--- config.mk ---
export PLATFORM = sky130hd
export DESIGN_NAME = soc_dbus_interconnect
export DESIGN_NICKNAME = d
export VERILOG_FILES = /design/src/rtl/soc_dbus_interconnect.sv
export SDC_FILE = /design/constraint.sdc
export NUM_CORES = 1
export LEC_CHECK = 0
export ABC_AREA = 1
export CAP_MARGIN = 20
export CORE_AREA = 2 2 121 123
export CTS_CLUSTER_SIZE = 16
export DETAILED_ROUTE_END_ITERATION = 6
export DIE_AREA = 0 0 123 125
export PLACE_DENSITY_LB_ADDON = 0.15
export SLEW_MARGIN = 20
export SYNTH_ARGS = -nofsm -noshare
export SYNTH_HDL_FRONTEND = slang
export SYNTH_SLANG_ARGS = --single-unit
--- constraint.sdc ---
create_clock -name clk -period 3.31 [get_ports clk]
set_input_delay 0.4965 -clock clk [delete_from_list [all_inputs] [get_ports clk]]
set_output_delay 0.4965 -clock clk [all_outputs]
set_load 0.01 [all_outputs]
--- src/rtl/soc_dbus_interconnect.sv ---
// ----------------------------------------------------------------------------
// soc_dbus_interconnect
//   Data-bus interconnect between the core data port and N_SLAVES
//   memory-mapped slaves. It latches a master request, decodes the address
//   against per-slave base/mask pairs (the lowest matching index wins) and
//   issues a one-hot request to the selected slave. It then waits for that
//   slave's ack, bounded by TIMEOUT cycles. The master sees a single-cycle
//   m_ready pulse carrying read data and an error flag. An unmapped address
//   is answered with an error and no slave request is issued.
//
// Ports
//   clk      : system clock, rising edge
//   rst      : asynchronous active-low reset
//   m_req    : master request, sampled only while idle
//   m_we     : 1 = write, 0 = read
//   m_addr   : byte address
//   m_wdata  : write data
//   m_be     : byte enables
//   m_rdata  : read data, valid with m_ready (0 otherwise)
//   m_ready  : one-cycle completion pulse
//   m_err    : error flag, valid with m_ready (0 otherwise)
//   s_req    : one-hot slave request (registered)
//   s_we     : shared latched write strobe
//   s_addr   : shared latched address
//   s_wdata  : shared latched write data
//   s_be     : shared latched byte enables
//   s_rdata  : packed slave read data, slave i at [i*DATA_W +: DATA_W]
//   s_ack    : slave completion strobes
// ----------------------------------------------------------------------------
module soc_dbus_interconnect #(
  parameter int                           ADDR_W   = 32,
  parameter int                           DATA_W   = 32,
  parameter int                           N_SLAVES = 4,
  parameter logic [N_SLAVES*ADDR_W-1:0]   SLV_BASE = '0,
  parameter logic [N_SLAVES*ADDR_W-1:0]   SLV_MASK = '0,
  parameter int                           TIMEOUT  = 15
) (
  input  logic                         clk,
  input  logic                         rst,
  input  logic                         m_req,
  input  logic                         m_we,
  input  logic [ADDR_W-1:0]            m_addr,
  input  logic [DATA_W-1:0]            m_wdata,
  input  logic [DATA_W/8-1:0]          m_be,
  output logic [DATA_W-1:0]            m_rdata,
  output logic                         m_ready,
  output logic                         m_err,
  output logic [N_SLAVES-1:0]          s_req,
  output logic                         s_we,
  output logic [ADDR_W-1:0]            s_addr,
  output logic [DATA_W-1:0]            s_wdata,
  output logic [DATA_W/8-1:0]          s_be,
  input  logic [N_SLAVES*DATA_W-1:0]   s_rdata,
  input  logic [N_SLAVES-1:0]          s_ack
);

  localparam int BE_W  = DATA_W / 8;
  localparam int SEL_W = (N_SLAVES > 1) ? $clog2(N_SLAVES) : 1;
  localparam int CNT_W = (TIMEOUT > 0) ? $clog2(TIMEOUT + 1) : 1;

  // Counter value seen in the last ACCESS cycle before the timeout fires.
  localparam logic [CNT_W-1:0] CNT_LAST = (TIMEOUT > 0) ? CNT_W'(TIMEOUT - 1) : '0;
  localparam logic [CNT_W-1:0] CNT_MAX  = '1;
  localparam logic             TO_EN    = (TIMEOUT > 0) ? 1'b1 : 1'b0;

  localparam logic [1:0] ST_IDLE   = 2'd0;
  localparam logic [1:0] ST_ACCESS = 2'd1;
  localparam logic [1:0] ST_RESP   = 2'd2;
  localparam logic [1:0] ST_ERR    = 2'd3;

  logic [1:0]          state_r;
  logic [ADDR_W-1:0]   addr_r;
  logic                we_r;
  logic [DATA_W-1:0]   wdata_r;
  logic [BE_W-1:0]     be_r;
  logic [SEL_W-1:0]    sel_r;
  logic [CNT_W-1:0]    cnt_r;
  logic [N_SLAVES-1:0] s_req_r;
  logic                m_ready_r;
  logic                m_err_r;
  logic [DATA_W-1:0]   m_rdata_r;

  logic [N_SLAVES-1:0] match_s;
  logic                hit_s;
  logic [SEL_W-1:0]    hit_idx_s;
  logic                ack_s;
  logic [DATA_W-1:0]   sel_rdata_s;
  logic                timeout_s;

  // Priority encoder: lowest set index wins (scan from the top down).
  function automatic logic [SEL_W-1:0] lowest_idx(input logic [N_SLAVES-1:0] v);
    logic [SEL_W-1:0] r;
    r = '0;
    for (int i = N_SLAVES - 1; i >= 0; i--) begin
      if (v[i]) begin
        r = SEL_W'(i);
      end else begin
        r = r;
      end
    end
    return r;
  endfunction

  // Index to one-hot slave request vector.
  function automatic logic [N_SLAVES-1:0] onehot(input logic [SEL_W-1:0] idx);
    logic [N_SLAVES-1:0] r;
    r = '0;
    for (int i = 0; i < N_SLAVES; i++) begin
      r[i] = (idx == SEL_W'(i));
    end
    return r;
  endfunction

  // Address decode of the live master address against every base/mask pair.
  always_comb begin
    match_s = '0;
    for (int i = 0; i < N_SLAVES; i++) begin
      match_s[i] = ((m_addr & SLV_MASK[i*ADDR_W +: ADDR_W]) == SLV_BASE[i*ADDR_W +: ADDR_W]);
    end
    hit_s     = |match_s;
    hit_idx_s = lowest_idx(match_s);
  end

  // Select ack and read data of the latched slave only; other acks are ignored.
  always_comb begin
    ack_s       = 1'b0;
    sel_rdata_s = '0;
    for (int i = 0; i < N_SLAVES; i++) begin
      ack_s       = ack_s | (s_ack[i] & (sel_r == SEL_W'(i)));
      sel_rdata_s = sel_rdata_s | ({DATA_W{sel_r == SEL_W'(i)}} & s_rdata[i*DATA_W +: DATA_W]);
    end
    timeout_s = TO_EN & (cnt_r == CNT_LAST);
  end

  // Transaction FSM with latched request and registered master/slave outputs.
  always_ff @(posedge clk or negedge rst) begin
    if (!rst) begin
      state_r   <= ST_IDLE;
      addr_r    <= '0;
      we_r      <= 1'b0;
      wdata_r   <= '0;
      be_r      <= '0;
      sel_r     <= '0;
      cnt_r     <= '0;
      s_req_r   <= '0;
      m_ready_r <= 1'b0;
      m_err_r   <= 1'b0;
      m_rdata_r <= '0;
    end else begin
      case (state_r)
        ST_IDLE: begin
          m_ready_r <= 1'b0;
          m_err_r   <= 1'b0;
          m_rdata_r <= '0;
          if (m_req) begin
            addr_r  <= m_addr;
            we_r    <= m_we;
            wdata_r <= m_wdata;
            be_r    <= m_be;
            sel_r   <= hit_idx_s;
            cnt_r   <= '0;
            if (hit_s) begin
              s_req_r <= onehot(hit_idx_s);
              state_r <= ST_ACCESS;
            end else begin
              // Unmapped: answer on the very next cycle, no slave touched.
              m_ready_r <= 1'b1;
              m_err_r   <= 1'b1;
              state_r   <= ST_ERR;
            end
          end else begin
            state_r <= ST_IDLE;
          end
        end
        ST_ACCESS: begin
          // Ack takes priority over a timeout firing in the same cycle.
          if (ack_s) begin
            s_req_r   <= '0;
            m_ready_r <= 1'b1;
            m_err_r   <= 1'b0;
            m_rdata_r <= we_r ? '0 : sel_rdata_s;
            state_r   <= ST_RESP;
          end else if (timeout_s) begin
            s_req_r   <= '0;
            m_ready_r <= 1'b1;
            m_err_r   <= 1'b1;
            m_rdata_r <= '0;
            state_r   <= ST_RESP;
          end else begin
            // Saturate so a disabled timeout never lets the counter wrap.
            if (cnt_r != CNT_MAX) begin
              cnt_r <= cnt_r + CNT_W'(1);
            end else begin
              cnt_r <= cnt_r;
            end
            state_r <= ST_ACCESS;
          end
        end
        ST_RESP, ST_ERR: begin
          m_ready_r <= 1'b0;
          m_err_r   <= 1'b0;
          m_rdata_r <= '0;
          state_r   <= ST_IDLE;
        end
        default: begin
          s_req_r   <= '0;
          m_ready_r <= 1'b0;
          m_err_r   <= 1'b0;
          m_rdata_r <= '0;
          state_r   <= ST_IDLE;
        end
      endcase
    end
  end

  assign s_req   = s_req_r;
  assign s_we    = we_r;
  assign s_addr  = addr_r;
  assign s_wdata = wdata_r;
  assign s_be    = be_r;
  assign m_ready = m_ready_r;
  assign m_err   = m_err_r;
  assign m_rdata = m_rdata_r;

endmodule
Word-level counts from Yosys, hierarchy flattened
Index checks and enable logic that the tools add are counted.
{"block": "op_classes", "addsub": 1, "n_mul": 0, "div": 0, "order_cmp": 0, "eq_ne": 10, "shifts": 0, "n_mux": 22, "bitwise_logic": 0, "reduce_logical": 7}
{"operator": "32-bit two-way mux", "count": 3}
{"operator": "32-bit one-hot mux with 2 select lines", "count": 1}
{"operator": "4-bit two-way mux", "count": 7}
{"operator": "4-bit one-hot mux with 2 select lines", "count": 2}
{"operator": "2-bit inequality test, second input constant", "count": 4}
{"operator": "2-bit one-hot mux with 3 select lines", "count": 1}
{"operator": "5-bit AND reduction", "count": 1}
{"operator": "4-bit by 1-bit adder with 4-bit output, second input constant", "count": 1}
{"operator": "2-bit == test, second input constant", "count": 2}
{"operator": "4-bit == test, second input constant", "count": 1}
{"operator": "1-bit two-way mux", "count": 4}
{"operator": "2-bit two-way mux", "count": 2}
{"operator": "4-bit inequality test, second input constant", "count": 1}
{"operator": "1-bit one-hot mux with 2 select lines", "count": 2}
{"operator": "3-bit inequality test, second input constant", "count": 1}
{"operator": "3-bit AND reduction", "count": 1}
{"operator": "3-bit OR reduction", "count": 1}
{"operator": "2-bit by 1-bit == test with 1-bit output, second input constant", "count": 1}
{"operator": "2-bit zero test", "count": 1}
{"operator": "2-bit AND reduction", "count": 1}
{"operator": "2-bit nonzero test", "count": 1}
{"operator": "2-bit OR reduction", "count": 1}
{"block": "word_totals", "register_bits": 113, "latch_bits": 0, "ram_bits": 0, "mem_bits_ro": 0, "mem_count": 0}

Depth between registers and ports, before layout
Gate-level depths: netlist of run 1.
{"block": "depth", "ltp_word": 5, "mapped_depth": 8, "depth_no_buf": 8}

Worst setup path before layout of run 1
OpenSTA, ideal clock, no wires.
{"block": "synth_path", "path_kind": "register -> register", "start": "reg cnt_r[0]", "end": "reg m_rdata_r[1], in the netlist m_rdata[1]", "setup_ns": 0.066, "arrival_time_ns": 1.221, "setup_slack_ns": 2.023, "stages_incl_launch_ff": 9, "path_buffers": 1, "synth_period_minus_slack_ns": 1.287, "path_cell_list": "dfrtp_1 > inv_1 > ha_1 > nand3_1 > nand2_2 > nor2_4 > buf_4 > nand2_1 > nand2_1"}
{"block": "synth_between", "elab_chain_cells": 2}
{"item": "start, declared", "line_no": "77", "rtl": "logic [CNT_W-1:0] cnt_r;"}
{"item": "start signal, assigned", "line_no": "192", "rtl": "cnt_r <= cnt_r + CNT_W'(1);"}
{"item": "start signal, assigned", "line_no": "194", "rtl": "cnt_r <= cnt_r;"}
{"item": "4-bit == test", "line_no": "132", "rtl": "timeout_s = TO_EN & (cnt_r == CNT_LAST);"}
{"item": "3-bit inequality test (no source line)"}
{"item": "end signal, assigned", "line_no": "181", "rtl": "m_rdata_r <= we_r ? '0 : sel_rdata_s;"}
{"item": "end, declared", "line_no": "81", "rtl": "logic [DATA_W-1:0] m_rdata_r;"}
Every way passes these cells.
A chain may end at the register's enable or synchronous reset.

Worst setup path in the final report of run 1
{"block": "layout_path", "start": "in m_req", "end": "reg wdata_r[3], in the netlist s_wdata[3]"}
{"block": "layout_between", "elab_chain_cells": 1}
{"item": "start, declared", "line_no": "40", "rtl": "input logic m_req,"}
{"item": "2-bit AND reduction (no source line)"}
{"item": "end signal, assigned", "line_no": "158", "rtl": "wdata_r <= m_wdata;"}
{"item": "end, declared", "line_no": "74", "rtl": "logic [DATA_W-1:0] wdata_r;"}
Every way passes these cells.

==> report_table.html, run 1 <==
<table>
<tr><th>Metric</th><th>Value</th></tr>
<tr><th colspan="2">Yosys</th></tr>
<tr><td>Proportion of register bits with asynchronous set or reset after synthesis</td><td>100.0%</td></tr>
<tr><td>Average instance area after synthesis</td><td>8.990 um2</td></tr>
<tr><td>Top cells by count, synth</td><td>148 x sky130_fd_sc_hd__nand2_1, 110 x sky130_fd_sc_hd__dfrtp_1, 80 x sky130_fd_sc_hd__inv_1</td></tr>
<tr><td>Cell accounting for the most synthesized area</td><td>sky130_fd_sc_hd__dfrtp_1</td></tr>
<tr><td>Yosys top cell area share</td><td>between 60% and 70%</td></tr>
<tr><td>Number of unique standard cell types used by synthesis</td><td>18</td></tr>
<tr><td>Synth Cell Area</td><td>between 4000 and 5000 um2</td></tr>
<tr><td>Share of the yosys chip area belonging to registers</td><td>around 62%</td></tr>
<tr><td>Prevailing post-synth register cell</td><td>sky130_fd_sc_hd__dfrtp_1</td></tr>
<tr><td>EDFF count, synth</td><td>0</td></tr>
<tr><td>Number of synthesis warnings</td><td>0</td></tr>
<tr><td>Gate count of the mapped netlist</td><td>491</td></tr>
<tr><td>Count leader, synth</td><td>sky130_fd_sc_hd__nand2_1</td></tr>
<tr><td>Flop and latch count out of synthesis</td><td>110</td></tr>
<tr><td>Top cells by area, synth</td><td>sky130_fd_sc_hd__dfrtp_1 62%, sky130_fd_sc_hd__nand2_1 13%, sky130_fd_sc_hd__o21ai_0 8.4%</td></tr>
<tr><th colspan="2">STA</th></tr>
<tr><td>Max-slew headroom at the worst pin</td><td>between 40% and 50%</td></tr>
<tr><td>Shortest clock period the worst path allows after layout</td><td>just under 2 ns</td></tr>
<tr><td>Setup_tns</td><td>0 ns</td></tr>
<tr><td>Unrepaired setup endpoints after global routing</td><td>no</td></tr>
<tr><td>Max-slew violations</td><td>0</td></tr>
<tr><td>Highest clock rate</td><td>roughly 0.51 GHz</td></tr>
<tr><td>Clk_skew</td><td>slightly above 0.008 ns</td></tr>
<tr><td>Worst Slack Setup Final</td><td>~1.4 ns</td></tr>
<tr><td>Final cycle utilization of the critical path</td><td>about three fifths</td></tr>
<tr><td>Transition time at the pin with the least slew margin</td><td>0.8159 ns</td></tr>
<tr><td>Final number of hold-violating endpoints</td><td>0</td></tr>
<tr><td># setup viols final</td><td>0</td></tr>
<tr><th colspan="2">Die</th></tr>
<tr><td>Area of the core</td><td>roughly 14000 um2</td></tr>
<tr><td>Std cell rows</td><td>44</td></tr>
<tr><td>I/O pin cnt</td><td>roughly 310</td></tr>
<tr><td>Initial core utilization</td><td>~31%</td></tr>
<tr><td>Die extent in y</td><td>between 100 and 150 um</td></tr>
<tr><td>Die W</td><td>about 120 um</td></tr>
<tr><td>Die outline area</td><td>between 15000 and 20000 um2</td></tr>
<tr><th colspan="2">Layout</th></tr>
<tr><td>Layout Nets</td><td>895</td></tr>
<tr><td>Fraction of final layout cells with drive strength greater than 1</td><td>under 10%</td></tr>
<tr><td>Growth of design area from synthesis to finish</td><td>56.80%</td></tr>
<tr><td>Post-layout instance count excluding filler cells</td><td>a little under 900</td></tr>
<tr><td>Final antenna diode count</td><td>0</td></tr>
<tr><th colspan="2">Drt</th></tr>
<tr><td>Overall routed net length</td><td>approximately 11 mm</td></tr>
<tr><td>Initial drt markers</td><td>about 180</td></tr>
<tr><td>Count of TritonRoute iterations in the first routing pass</td><td>4</td></tr>
<tr><td>Number of vias after detailed routing</td><td>3812</td></tr>
<tr><td>Final routed DRC violation total</td><td>0</td></tr>
<tr><td>Average detailed-routed wire length per instance</td><td>roughly 13 um</td></tr>
<tr><td>Remaining number of nets flagged by the antenna check after routing</td><td>0</td></tr>
<tr><td>Avg Vias per Cell</td><td>about 4.3</td></tr>
<tr><th colspan="2">Global routing</th></tr>
<tr><td>Global router's overall resource usage</td><td>between 10% and 20%</td></tr>
<tr><td>First-pass GRT wire length</td><td>~18 mm</td></tr>
<tr><td>Most heavily used metal layer in global routing</td><td>met2</td></tr>
<tr><td>Global Route met1 Usage</td><td>a little under a fifth</td></tr>
<tr><td>Met2 Track Usage GR</td><td>between 20% and 30%</td></tr>
<tr><td>Met3 track demand over resource</td><td>under 10%</td></tr>
<tr><td>GRT Residual Overflow</td><td>0</td></tr>
<tr><td>Vias in the first global route</td><td>about 3800</td></tr>
<tr><td>Pin count of the biggest net entering global routing</td><td>72</td></tr>
<tr><td>Antenna violations before repair</td><td>0</td></tr>
<tr><th colspan="2">Job</th></tr>
<tr><td>Max capacitance violation total</td><td>0</td></tr>
<tr><th colspan="2">Critical path</th></tr>
<tr><td>CP Data Arrival Time</td><td>between 2 and 2.5 ns</td></tr>
<tr><td>Required arrival time at the worst endpoint</td><td>around 3.6 ns</td></tr>
<tr><td>Crit Path Max Fanout</td><td>a little over 70</td></tr>
<tr><td>Critical path origin</td><td>m_req</td></tr>
<tr><td>Nature of the critical path startpoint</td><td>input pin</td></tr>
<tr><td>Sort of element at the end of the critical path</td><td>flip-flop</td></tr>
<tr><td>Critical path class</td><td>in2reg</td></tr>
<tr><td>Startpoint of the worst-slack reg-to-reg timing path</td><td>cnt_r[0]$_DFFE_PN0P_</td></tr>
<tr><th colspan="2">Pwr</th></tr>
<tr><td>Pwr Total</td><td>between 4000 and 5000 uW</td></tr>
<tr><td>Combinational cell fraction of total power</td><td>roughly 38%</td></tr>
<tr><td>Static Leakage</td><td>around 0.0034 uW</td></tr>
<tr><td>P_int</td><td>between 3000 and 4000 uW</td></tr>
<tr><td>Max VDD drop</td><td>roughly 0.33 mV</td></tr>
<tr><td>Relative contribution of sequential cells to total power</td><td>41.7%</td></tr>
<tr><td>Net Switching</td><td>1534 uW</td></tr>
<tr><td>Areal power density over the cells</td><td>a little under 700 nW/um2</td></tr>
<tr><td>Clock share of power</td><td>20.6%</td></tr>
<tr><td>Sw frac</td><td>a little under a third</td></tr>
<tr><th colspan="2">Clocking</th></tr>
<tr><td>Clock tree buffer depth</td><td>2</td></tr>
<tr><td>Clock transition at the registers of the reported paths</td><td>approximately 0.070 ns</td></tr>
<tr><td>Inserted Clock Buffers</td><td>9</td></tr>
<tr><td>CTS root buf</td><td>sky130_fd_sc_hd__clkbuf_16</td></tr>
<tr><td>Clock net sink count</td><td>110</td></tr>
<tr><td>Deepest level of the CTS H-tree</td><td>3</td></tr>
<tr><td>Count of hold buffers inserted by post-cts repair</td><td>0</td></tr>
<tr><td>Clock latency on the worst-skew pair</td><td>0.34 ns</td></tr>
<tr><td>Setup bufs post-CTS</td><td>0</td></tr>
<tr><td>Number of gates given a new drive strength after cts</td><td>0</td></tr>
<tr><td>Clock tree from TritonCTS</td><td>yes</td></tr>
<tr><th colspan="2">Place</th></tr>
<tr><td>Setup Slack @ Placement</td><td>0.9435 ns</td></tr>
<tr><td>Placed insts</td><td>between 800 and 900</td></tr>
<tr><td>Placer Congestion</td><td>roughly 0.75</td></tr>
<tr><td>HPWL reported at the end of detailed placement</td><td>about 8.2 mm</td></tr>
<tr><td>Input/output buffers</td><td>208</td></tr>
<tr><th colspan="2">Outcome</th></tr>
<tr><td>Run status</td><td>completed</td></tr>
<tr><th colspan="2">Min path</th></tr>
<tr><td>Min-Delay Path Class</td><td>in2async</td></tr>
</table>
[metrics by stage]
step / hold slack (ns) / area, um2 / util (%)
detailed placement: 0.4570 / 6653 / 46.84
global route: 0.1762 / 6922 / 48.73
global placement: 0.4540 / 6653 / 46.84
finish: 0.1403 / 6922 / 48.73
CTS: 0.1516 / 6922 / 48.73
floorplan: 0.2009 / 4422 / -
[worst max-delay path: stages]
cell,delay (ns)
sky130_fd_sc_hd__clkdlybuf4s50_1,0.52
sky130_fd_sc_hd__nand3_4,0.50
sky130_fd_sc_hd__buf_12,0.42
sky130_fd_sc_hd__o21ai_0,0.23
[metal layers]
metal | wire length, um | up-vias | share of wire, %
li1 | - | 1886 | -
met1 | 4817 | 1776 | 42
met2 | 5157 | 136 | 45
met3 | 1139 | 14 | 10
met4 | 223 | 0 | 2.0
met5 | 0 | - | 0
[cell type report]
class	count	area, um2
Fill cell	1386	7282
Sequential cell	110	2753
Timing Repair Buffer	212	2135
Multi-Input combinational cell	276	1235
Inverter	80	300.3
Clock buffer	12	246.5
Tap cell	184	230.2
Clock inverter	4	22.52
[state kept, by name, indices dropped and copies added (netlist names), 2 cells and up]
| signal | flops |
|---|---|
| cnt_r | 4 |
| state_r | 2 |
| m_rdata | 32 |
| s_wdata | 32 |
| s_addr | 32 |
| s_be | 4 |
[path summary, 6_finish.rpt]
path | to | slack (ns) | cells after the start
max in group asynchronous | s_addr[1]$_DFFE_PN0P_ | 2.38 | 2
max reg2reg | cnt_r[0]$_DFFE_PN0P_ | 1.41 | 7
min reg2reg | m_rdata[23]$_DFFE_PN0N_ | 0.47 | 2
max | s_wdata[3]$_DFFE_PN0P_ | 1.35 | 4
min in group clk | m_rdata[23]$_DFFE_PN0N_ | 0.47 | 2
min | s_wdata[9]$_DFFE_PN0P_ | 0.14 | 1
[power by group through the flow]
stage                     Combinational, uW  Clock [uW]  Sequential [uW]
after CTS                              1850        1030             2010
after global routing                   2010        1090             2060
final                                  1810         992             2010
after detailed placement               1840           0             2030
after floorplan                         515           0             2200
after global placement                 1820           0             2010
[cells in the final DEF (no fill, tap or decap), types with 2 or more instances in the layout]
cell	instances
sky130_fd_sc_hd__clkdlybuf4s50_1	207
sky130_fd_sc_hd__nand2_1	148
sky130_fd_sc_hd__dfrtp_1	110
sky130_fd_sc_hd__inv_1	80
sky130_fd_sc_hd__o21ai_0	74
sky130_fd_sc_hd__nand3_1	38
sky130_fd_sc_hd__clkbuf_16	9
sky130_fd_sc_hd__nor2_1	3
sky130_fd_sc_hd__conb_1	3
sky130_fd_sc_hd__clkinv_2	3
sky130_fd_sc_hd__buf_4	3
sky130_fd_sc_hd__nor2_2	2
sky130_fd_sc_hd__ha_1	2
sky130_fd_sc_hd__clkbuf_1	2
sky130_fd_sc_hd__buf_12	2
[kinds of logic (layout without fill, tap and decap cells)]
logic type                 count (synthesis)  count (layout)  share of synthesized area, %
other                                      1               3                       0.08495
buffers and inverters                    107             308                         10.06
AOI/OAI and AO/OA                         75              75                         8.560
xor gates and xnor gates                   1               1                        0.1984
and+or+nand+nor                          195             195                         18.17
adders and majority gates                  2               2                        0.5668
DFF                                      110             110                         62.36
Power figures use the tool's default switching activity.
==> run 2, diff against run 1 <==
--- a/config.mk
+++ b/config.mk
@@ -7,10 +7,10 @@
 export LEC_CHECK = 0
 export ABC_AREA = 1
 export CAP_MARGIN = 20
-export CORE_AREA = 2 2 121 123
+export CORE_AREA = 2 2 119 121
 export CTS_CLUSTER_SIZE = 16
 export DETAILED_ROUTE_END_ITERATION = 6
-export DIE_AREA = 0 0 123 125
+export DIE_AREA = 0 0 121 123
 export PLACE_DENSITY_LB_ADDON = 0.15
 export SLEW_MARGIN = 20
 export SYNTH_ARGS = -nofsm -noshare
==> constraint.sdc (replaced) <==
create_clock -name clk -period 2 [get_ports clk]
set_input_delay 0.3 -clock clk [delete_from_list [all_inputs] [get_ports clk]]
set_output_delay 0.3 -clock clk [all_outputs]
set_load 0.01 [all_outputs]
==> run 2 against run 1 <==
Effect of this change:
- total power rose by 72%
- register-to-register slack worse by 0.91 ns
- routed wire length rose by 4.2%
- design area rose by 1.5%
- clock power up 94%
- highest routed layer unchanged
- largest cell class unchanged
==> report_table.html, run 2 (synthesis gave the netlist of run 1 again) <==
<table>
<tr><th>Metric</th><th>Value</th></tr>
<tr><th colspan="2">STA</th></tr>
<tr><td>Max-slew violations</td><td>0 (unchanged)</td></tr>
<tr><td># setup viols final</td><td>0 (unchanged)</td></tr>
<tr><td>Shortest clock period the worst path allows after layout</td><td>1.591 ns</td></tr>
<tr><td>Final number of hold-violating endpoints</td><td>0 (unchanged)</td></tr>
<tr><td>Final cycle utilization of the critical path</td><td>between 70 and 80%</td></tr>
<tr><td>Unrepaired setup endpoints after global routing</td><td>no (unchanged)</td></tr>
<tr><td>Final hold slack</td><td>0.4629 ns (was 0.1403 ns)</td></tr>
<tr><td>Highest clock rate</td><td>between 0.6 and 0.7 GHz</td></tr>
<tr><td>Setup_tns</td><td>0 ns (unchanged)</td></tr>
<tr><td>Clk_skew</td><td>0.006705 ns (was 0.008251 ns)</td></tr>
<tr><th colspan="2">Drt</th></tr>
<tr><td>Avg Vias per Cell</td><td>4.361 (was 4.342)</td></tr>
<tr><td>Average detailed-routed wire length per instance</td><td>13.43 um (was 12.91 um)</td></tr>
<tr><td>Final routed DRC violation total</td><td>0 (unchanged)</td></tr>
<tr><td>Remaining number of nets flagged by the antenna check after routing</td><td>0 (unchanged)</td></tr>
<tr><td>Overall routed net length</td><td>11.82 mm (was 11.34 mm)</td></tr>
<tr><td>Initial drt markers</td><td>137 (was 176)</td></tr>
<tr><td>Number of vias after detailed routing</td><td>3838 (was 3812)</td></tr>
<tr><td>Count of TritonRoute iterations in the first routing pass</td><td>5 (was 4)</td></tr>
<tr><th colspan="2">Clocking</th></tr>
<tr><td>CTS root buf</td><td>sky130_fd_sc_hd__clkbuf_16 (unchanged)</td></tr>
<tr><td>Clock latency on the worst-skew pair</td><td>0.35 ns (was 0.34 ns)</td></tr>
<tr><td>Clock net sink count</td><td>110 (unchanged)</td></tr>
<tr><td>Inserted Clock Buffers</td><td>9 (unchanged)</td></tr>
<tr><td>Clock tree from TritonCTS</td><td>yes (unchanged)</td></tr>
<tr><td>Setup bufs post-CTS</td><td>0 (unchanged)</td></tr>
<tr><td>Clock tree buffer depth</td><td>2 (unchanged)</td></tr>
<tr><td>Clock transition at the registers of the reported paths</td><td>0.07 ns (about the same)</td></tr>
<tr><td>Deepest level of the CTS H-tree</td><td>3 (unchanged)</td></tr>
<tr><td>Number of gates given a new drive strength after cts</td><td>0 (unchanged)</td></tr>
<tr><th colspan="2">Place</th></tr>
<tr><td>Placer Congestion</td><td>0.7766 (was 0.7453)</td></tr>
<tr><td>Placed insts</td><td>863 (was 862)</td></tr>
<tr><td>Input/output buffers</td><td>208 (unchanged)</td></tr>
<tr><td>HPWL reported at the end of detailed placement</td><td>8.418 mm (was 8.160 mm)</td></tr>
<tr><th colspan="2">Critical path</th></tr>
<tr><td>Sequence of cells on the critical path</td><td>clkdlybuf4s50_1 (was clkdlybuf4s50_1 &gt; nand3_4 &gt; buf_12 &gt; o21ai_0)</td></tr>
<tr><td>Count of buffer and inverter cells on the critical path</td><td>1 (was 2)</td></tr>
<tr><td>Crit path max-delay cell type</td><td>sky130_fd_sc_hd__clkdlybuf4s50_1 (unchanged)</td></tr>
<tr><td>Crit Path Max Fanout</td><td>2 (was 71)</td></tr>
<tr><td>Required arrival time at the worst endpoint</td><td>1.70 ns (was 3.56 ns)</td></tr>
<tr><td>CP Data Arrival Time</td><td>1.29 ns (was 2.21 ns)</td></tr>
<tr><td>Critical path class</td><td>reg2out (was in2reg)</td></tr>
<tr><td>Crit path largest cell delay</td><td>0.59 ns (was 0.52 ns)</td></tr>
<tr><td>Sort of element at the end of the critical path</td><td>primary output (was flip-flop)</td></tr>
<tr><td>Largest delay contributor family on the critical path</td><td>buffers and inverters (unchanged)</td></tr>
<tr><td>Nature of the critical path startpoint</td><td>flip-flop (was input pin)</td></tr>
<tr><th colspan="2">Layout</th></tr>
<tr><td>Fraction of final layout cells with drive strength greater than 1</td><td>4.000% (was 3.458%)</td></tr>
<tr><td>Post-layout instance count excluding filler cells</td><td>880 (was 878)</td></tr>
<tr><td>Footprint of the multi-input gates</td><td>1235 um2 (unchanged)</td></tr>
<tr><td>Growth of design area from synthesis to finish</td><td>59.16% (was 56.80%)</td></tr>
<tr><td>Most used cells in the layout excluding fill and tap cells</td><td>207 x sky130_fd_sc_hd__clkdlybuf4s50_1, 148 x sky130_fd_sc_hd__nand2_1, 110 x sky130_fd_sc_hd__dfrtp_1 (unchanged)</td></tr>
<tr><td>Final antenna diode count</td><td>0 (unchanged)</td></tr>
<tr><td>Fill cell instance count of the final layout</td><td>1293 (was 1386)</td></tr>
<tr><td>Most common cell after layout, fill and taps aside</td><td>sky130_fd_sc_hd__clkdlybuf4s50_1 (unchanged)</td></tr>
<tr><td>Layout Nets</td><td>901 (was 895)</td></tr>
<tr><td>Storage element area</td><td>2753 um2 (unchanged)</td></tr>
<tr><td>Post-layout util</td><td>51.61% (was 48.73%)</td></tr>
<tr><th colspan="2">Pwr</th></tr>
<tr><td>Static Leakage</td><td>0.003448 uW (was 0.003399 uW)</td></tr>
<tr><td>Areal power density over the cells</td><td>1181 nW/um2 (was 695.1 nW/um2)</td></tr>
<tr><td>Max VDD drop</td><td>0.5016 mV (was 0.3295 mV)</td></tr>
<tr><td>Pwr Total</td><td>8298 uW (was 4811 uW)</td></tr>
<tr><td>P_int</td><td>5713 uW (was 3277 uW)</td></tr>
<tr><td>Net Switching</td><td>2586 uW (was 1534 uW)</td></tr>
<tr><td>Clock share of power</td><td>23.2% (was 20.6%)</td></tr>
<tr><td>Sw frac</td><td>31.16% (was 31.89%)</td></tr>
<tr><td>Relative contribution of sequential cells to total power</td><td>40.0% (was 41.7%)</td></tr>
<tr><td>Combinational cell fraction of total power</td><td>36.9% (was 37.7%)</td></tr>
<tr><th colspan="2">Global routing</th></tr>
<tr><td>First-pass GRT wire length</td><td>18.55 mm (was 18.38 mm)</td></tr>
<tr><td>Global Route met1 Usage</td><td>21.36% (was 19.05%)</td></tr>
<tr><td>Global router's overall resource usage</td><td>16.03% (was 15.07%)</td></tr>
<tr><td>Met2 Track Usage GR</td><td>24.33% (was 23.07%)</td></tr>
<tr><td>GRT Residual Overflow</td><td>0 (unchanged)</td></tr>
<tr><td>Met3 track demand over resource</td><td>4.290% (was 5.976%)</td></tr>
<tr><td>Pin count of the biggest net entering global routing</td><td>103 (was 72)</td></tr>
<tr><td>Vias in the first global route</td><td>3755 (was 3795)</td></tr>
<tr><td>Most heavily used metal layer in global routing</td><td>met2 (unchanged)</td></tr>
<tr><td>Antenna violations before repair</td><td>0 (unchanged)</td></tr>
<tr><th colspan="2">Die</th></tr>
<tr><td>Area of the core</td><td>13610 um2 (was 14200 um2)</td></tr>
<tr><td>Die W</td><td>121 um (was 123 um)</td></tr>
<tr><td>Die outline area</td><td>14880 um2 (was 15380 um2)</td></tr>
<tr><td>I/O pin cnt</td><td>311 (unchanged)</td></tr>
<tr><td>Std cell rows</td><td>43 (was 44)</td></tr>
<tr><td>Initial core utilization</td><td>32.43% (was 31.08%)</td></tr>
<tr><td>Die extent in y</td><td>123 um (was 125 um)</td></tr>
<tr><th colspan="2">Min path</th></tr>
<tr><td>Min-Delay Path Class</td><td>in2async (unchanged)</td></tr>
<tr><th colspan="2">Job</th></tr>
<tr><td>Max capacitance violation total</td><td>0 (unchanged)</td></tr>
<tr><th colspan="2">Outcome</th></tr>
<tr><td>Run status</td><td>completed (unchanged)</td></tr>
</table>
run 2: power groups by stage:
stage,Clock (uW),Combinational [uW],Sequential (uW)
floorplan,0,853,3640
global placement,0,3060,3310
detailed placement,0,3090,3340
CTS,1980,3100,3320
global route,2060,3370,3410
finish,1920,3060,3320
run 2: through the flow:
stage / worst slack [ns] / cell area [um2]
floorplan: 0.7129 / 4422
global placement: 0.3590 / 6698
detailed placement: 0.3154 / 6698
CTS: 0.3906 / 7025
global route: 0.3605 / 7025
finish: 0.4094 / 7025
run 2: routing by layer:
metal	routed length [um]	part of all wire, %
met1	5380	46
met2	5186	44
met3	953	8.1
met4	297	2.5
met5	0	0
run 2: path summary, 6_finish.rpt:
check	cells past startpoint	startpoint	to	slack (ns)
hold / removal	2	rst	m_rdata[12]$_DFFE_PN0N_	0.46
setup / recovery	1	s_wdata[10]$_DFFE_PN0P_	s_wdata[10]	0.41
min in group clk	2	m_rdata[0]$_DFFE_PN0N_	m_rdata[0]$_DFFE_PN0N_	0.47
max in group asynchronous	3	rst	m_err$_DFFE_PN0N_	0.91
setup reg to reg	8	cnt_r[0]$_DFFE_PN0P_	cnt_r[1]$_DFFE_PN0P_	0.50
hold reg to reg	2	m_rdata[0]$_DFFE_PN0N_	m_rdata[0]$_DFFE_PN0N_	0.47
run 2: final cells by class:
class	count	area share, %
well taps	180	3.206
inverters	80	4.274
multi-input cells	276	17.58
clock buffers	13	3.562
repair buffers	218	31.24
flip-flops and latches	110	39.18
clock inverters	3	0.9617
run 2: timing repair:
item,4_1_cts,5_1_grt
endpoints found under the setup margin,0,0
hold buffers,1,0
endpoints found under the hold margin,33,0
==> run 3, diff against run 2 <==
--- a/config.mk
+++ b/config.mk
@@ -7,10 +7,11 @@
 export LEC_CHECK = 0
 export ABC_AREA = 1
 export CAP_MARGIN = 20
-export CORE_AREA = 2 2 119 121
+export CORE_ASPECT_RATIO = 1.2
+export CORE_MARGIN = 2
+export CORE_UTILIZATION = 32
 export CTS_CLUSTER_SIZE = 16
 export DETAILED_ROUTE_END_ITERATION = 6
-export DIE_AREA = 0 0 121 123
 export PLACE_DENSITY_LB_ADDON = 0.15
 export SLEW_MARGIN = 20
 export SYNTH_ARGS = -nofsm -noshare
==> constraint.sdc (replaced) <==
create_clock -name clk -period 1.4 [get_ports clk]
set_input_delay 0.21 -clock clk [delete_from_list [all_inputs] [get_ports clk]]
set_output_delay 0.21 -clock clk [all_outputs]
set_load 0.01 [all_outputs]
==> run 3 against run 2 <==
Effect of this change:
- setup slack got worse by 0.37 ns
- register-to-register slack got worse by 0.46 ns
- flip-flop and latch count unchanged
- sequential power increased by 41%
- clock power increased by 45%
- largest cell class unchanged
- first-iteration DRC count increased by 20%
- design area increased by 1.7%
- clock-buffer cell count decreased by 3
==> report_table.html, run 3 (synthesis gave the netlist of run 1 again) <==
<table>
<tr><th>Metric</th><th>Value</th></tr>
<tr><th colspan="2">Layout</th></tr>
<tr><td>Final antenna diode count</td><td>0 (unchanged)</td></tr>
<tr><td>Fraction of final layout cells with drive strength greater than 1</td><td>7.314% (was 4.000%)</td></tr>
<tr><td>Most common cell after layout, fill and taps aside</td><td>sky130_fd_sc_hd__nand2_1 (was sky130_fd_sc_hd__clkdlybuf4s50_1)</td></tr>
<tr><td>Post-layout util</td><td>52.36% (was 51.61%)</td></tr>
<tr><td>Most used cells in the layout excluding fill and tap cells</td><td>143 x sky130_fd_sc_hd__nand2_1, 110 x sky130_fd_sc_hd__dfrtp_1, 104 x sky130_fd_sc_hd__dlygate4sd2_1 (was 207 x sky130_fd_sc_hd__clkdlybuf4s50_1, 148 x sky130_fd_sc_hd__nand2_1, 110 x sky130_fd_sc_hd__dfrtp_1)</td></tr>
<tr><td>Growth of design area from synthesis to finish</td><td>61.82% (was 59.16%)</td></tr>
<tr><td>Layout Nets</td><td>912 (was 901)</td></tr>
<tr><th colspan="2">Place</th></tr>
<tr><td>Input/output buffers</td><td>208 (unchanged)</td></tr>
<tr><td>HPWL reported at the end of detailed placement</td><td>8.721 mm (was 8.418 mm)</td></tr>
<tr><td>Placer Congestion</td><td>0.7737 (was 0.7766)</td></tr>
<tr><th colspan="2">Critical path</th></tr>
<tr><td>Number of cells traversed by the worst register-to-register path</td><td>7 (was 8)</td></tr>
<tr><td>Nature of the critical path startpoint</td><td>flip-flop (unchanged)</td></tr>
<tr><td>Startpoint of the worst-slack reg-to-reg timing path</td><td>cnt_r[1]$_DFFE_PN0P_ (was cnt_r[0]$_DFFE_PN0P_)</td></tr>
<tr><td>Crit Path Max Fanout</td><td>16 (was 2)</td></tr>
<tr><td>Most used cell along the critical path</td><td>sky130_fd_sc_hd__nand2_1</td></tr>
<tr><td>Crit path largest cell delay</td><td>0.42 ns (was 0.59 ns)</td></tr>
<tr><td>Critical path class</td><td>reg2reg (was reg2out)</td></tr>
<tr><td>CP Data Arrival Time</td><td>1.64 ns (was 1.29 ns)</td></tr>
<tr><td>Sort of element at the end of the critical path</td><td>flip-flop (was primary output)</td></tr>
<tr><td>Required arrival time at the worst endpoint</td><td>1.68 ns (was 1.70 ns)</td></tr>
<tr><td>R2r endpoint</td><td>m_rdata[31]$_DFFE_PN0N_ (was cnt_r[1]$_DFFE_PN0P_)</td></tr>
<tr><td>Sequence of cells on the critical path</td><td>ha_4 &gt; nand3_4 &gt; nand2_4 &gt; nor2_4 &gt; bufbuf_16 &gt; nand2_1 &gt; nand2_1 (was clkdlybuf4s50_1)</td></tr>
<tr><td>Crit path max-delay cell type</td><td>sky130_fd_sc_hd__dfrtp_1 (was sky130_fd_sc_hd__clkdlybuf4s50_1)</td></tr>
<tr><td>Register-to-register setup slack</td><td>0.04 ns (was 0.50 ns)</td></tr>
<tr><th colspan="2">Clocking</th></tr>
<tr><td>Deepest level of the CTS H-tree</td><td>3 (unchanged)</td></tr>
<tr><td>CTS root buf</td><td>sky130_fd_sc_hd__clkbuf_16 (unchanged)</td></tr>
<tr><td>Inserted Clock Buffers</td><td>9 (unchanged)</td></tr>
<tr><td>Clock tree from TritonCTS</td><td>yes (unchanged)</td></tr>
<tr><td>Clock net sink count</td><td>110 (unchanged)</td></tr>
<tr><td>Clock tree buffer depth</td><td>2 (unchanged)</td></tr>
<tr><td>Clock latency on the worst-skew pair</td><td>0.34 ns (was 0.35 ns)</td></tr>
<tr><td>Clock transition at the registers of the reported paths</td><td>0.07 ns (about the same)</td></tr>
<tr><th colspan="2">Pwr</th></tr>
<tr><td>Areal power density over the cells</td><td>1619 nW/um2 (was 1181 nW/um2)</td></tr>
<tr><td>Static Leakage</td><td>0.003881 uW (was 0.003448 uW)</td></tr>
<tr><td>Pwr Total</td><td>11570 uW (was 8298 uW)</td></tr>
<tr><td>Max VDD drop</td><td>0.7290 mV (was 0.5016 mV)</td></tr>
<tr><th colspan="2">Drt</th></tr>
<tr><td>Avg Vias per Cell</td><td>4.442 (was 4.361)</td></tr>
<tr><td>Number of vias after detailed routing</td><td>3918 (was 3838)</td></tr>
<tr><td>Average detailed-routed wire length per instance</td><td>14.16 um (was 13.43 um)</td></tr>
<tr><td>Final routed DRC violation total</td><td>0 (unchanged)</td></tr>
<tr><td>Routed length on met2</td><td>5.807 mm (was 5.186 mm)</td></tr>
<tr><td>Routed length on met3</td><td>1.118 mm (was 953 um)</td></tr>
<tr><td>M1 WL</td><td>5.296 mm (was 5.380 mm)</td></tr>
<tr><td>Count of TritonRoute iterations in the first routing pass</td><td>4 (was 5)</td></tr>
<tr><td>Initial drt markers</td><td>165 (was 137)</td></tr>
<tr><td>Overall routed net length</td><td>12.49 mm (was 11.82 mm)</td></tr>
<tr><td>Remaining number of nets flagged by the antenna check after routing</td><td>0 (unchanged)</td></tr>
<tr><td>Top layer in use</td><td>met4 (unchanged)</td></tr>
<tr><th colspan="2">Global routing</th></tr>
<tr><td>Pin count of the biggest net entering global routing</td><td>49 (was 103)</td></tr>
<tr><td>First-pass GRT wire length</td><td>20.33 mm (was 18.55 mm)</td></tr>
<tr><td>Antenna violations before repair</td><td>0 (unchanged)</td></tr>
<tr><td>GRT Residual Overflow</td><td>0 (unchanged)</td></tr>
<tr><td>Vias in the first global route</td><td>3954 (was 3755)</td></tr>
<tr><td>Global router's overall resource usage</td><td>17.28% (was 16.03%)</td></tr>
<tr><th colspan="2">Die</th></tr>
<tr><td>I/O pin cnt</td><td>311 (unchanged)</td></tr>
<tr><td>Initial core utilization</td><td>32.36% (was 32.43%)</td></tr>
<tr><td>Std cell rows</td><td>47 (was 43)</td></tr>
<tr><td>Die outline area</td><td>14750 um2 (was 14880 um2)</td></tr>
<tr><td>Area of the core</td><td>13640 um2 (was 13610 um2)</td></tr>
<tr><td>Die extent in y</td><td>132.7 um (was 123 um)</td></tr>
<tr><td>Die W</td><td>111.2 um (was 121 um)</td></tr>
<tr><th colspan="2">STA</th></tr>
<tr><td>Final hold slack</td><td>0.2842 ns (was 0.4629 ns)</td></tr>
<tr><td>Final number of hold-violating endpoints</td><td>0 (unchanged)</td></tr>
<tr><td>Max-slew violations</td><td>0 (unchanged)</td></tr>
<tr><td>Highest clock rate</td><td>~0.74 GHz</td></tr>
<tr><td># setup viols final</td><td>0 (unchanged)</td></tr>
<tr><td>Clk_skew</td><td>0.007625 ns (was 0.006705 ns)</td></tr>
<tr><td>Shortest clock period the worst path allows after layout</td><td>roughly 1.4 ns</td></tr>
<tr><td>Unrepaired setup endpoints after global routing</td><td>yes (was no)</td></tr>
<tr><td>Final cycle utilization of the critical path</td><td>a little over nine tenths</td></tr>
<tr><th colspan="2">Min path</th></tr>
<tr><td>Min-Delay Path Class</td><td>in2async (unchanged)</td></tr>
<tr><th colspan="2">Job</th></tr>
<tr><td>Max capacitance violation total</td><td>0 (unchanged)</td></tr>
<tr><th colspan="2">Outcome</th></tr>
<tr><td>Run status</td><td>completed (unchanged)</td></tr>
</table>
[run 3: cell types whose count changed in the layout (fill, tap and decap cells not counted), moves of 3 or more]
cell	previous run	this run
sky130_fd_sc_hd__dlygate4sd2_1	0	104
sky130_fd_sc_hd__nand2_1	148	143
sky130_fd_sc_hd__buf_4	7	11
sky130_fd_sc_hd__nand2_2	1	4
sky130_fd_sc_hd__clkbuf_1	3	0
sky130_fd_sc_hd__buf_12	3	8
sky130_fd_sc_hd__clkdlybuf4s50_1	207	103
[run 3: repair_timing]
| item | in CTS | in global routing |
|---|---|---|
| setup endpoints to repair | 138 | 37 |
| gates cloned | 2 | 0 |
| endpoints found under the hold margin | 17 | 0 |
| resized for setup | 108 | 10 |
| setup buffers | 4 | 2 |
| pin swaps | 2 | 2 |
| hold buffers | 1 | 0 |
[run 3: per-stage QoR]
stage	std cells	setup WS, ns	TNS, ns	instance area (um2)
global route	882	-0.04685	-0.6490	7143
floorplan	493	0.1129	0	4422
CTS	880	0.005470	0	7086
finish	882	0.04108	0	7143
detailed placement	857	-0.04327	-1.695	6771
global placement	857	-0.01421	-0.3715	6771
[run 3: worst max path at each step]
| stage | start | end | slack (ns) | cells past startpoint |
|---|---|---|---|---|
| finish | cnt_r[1]$_DFFE_PN0P_ | m_rdata[31]$_DFFE_PN0N_ | 0.04 | 7 |
| floorplan | cnt_r[0]$_DFFE_PN0P_ | m_rdata[1]$_DFFE_PN0N_ | 0.11 | 8 |
| CTS | cnt_r[0]$_DFFE_PN0P_ | m_rdata[10]$_DFFE_PN0N_ | 0.005 | 8 |
| global placement | m_req | s_wdata[26]$_DFFE_PN0P_ | -0.01 | 5 |
| global route | cnt_r[1]$_DFFE_PN0P_ | m_rdata[7]$_DFFE_PN0N_ | -0.05 | 7 |
| detailed placement | cnt_r[0]$_DFFE_PN0P_ | m_rdata[29]$_DFFE_PN0N_ | -0.04 | 8 |
[run 3: area by class of cell]
class,count,area (um2)
repair buffers,229,2260
multi-input cells,276,1287
clock buffers,10,239.0
clock inverters,6,90.09
well taps,171,214.0
fillers,1285,6500
flip-flops and latches,110,2753
inverters,80,300.3
[run 3: metal layers]
| layer | GRT usage (%) | vias to the layer above |
|---|---|---|
| li1 | - | 1929 |
| met1 | 21.83 | 1831 |
| met2 | 27.61 | 142 |
| met3 | 6.138 | 16 |
| met4 | 6.104 | 0 |
| met5 | 0 | - |
[run 3: where the power goes]
group | switching (uW) | leakage [uW] | internal (uW) | total [uW]
registers | 516 | 0.00141 | 4170 | 4680
logic | 2130 | 0.00231 | 1960 | 4090
clock network | 1170 | 0.000159 | 1630 | 2790
[run 3: critical path: cells and delay by family, from the launching register on]
family	cells	cell delay [ns]
DFF	1	0.42
buffers and inverters	1	0.31
adders and majority gates	1	0.18
and+or+nand+nor	5	0.39
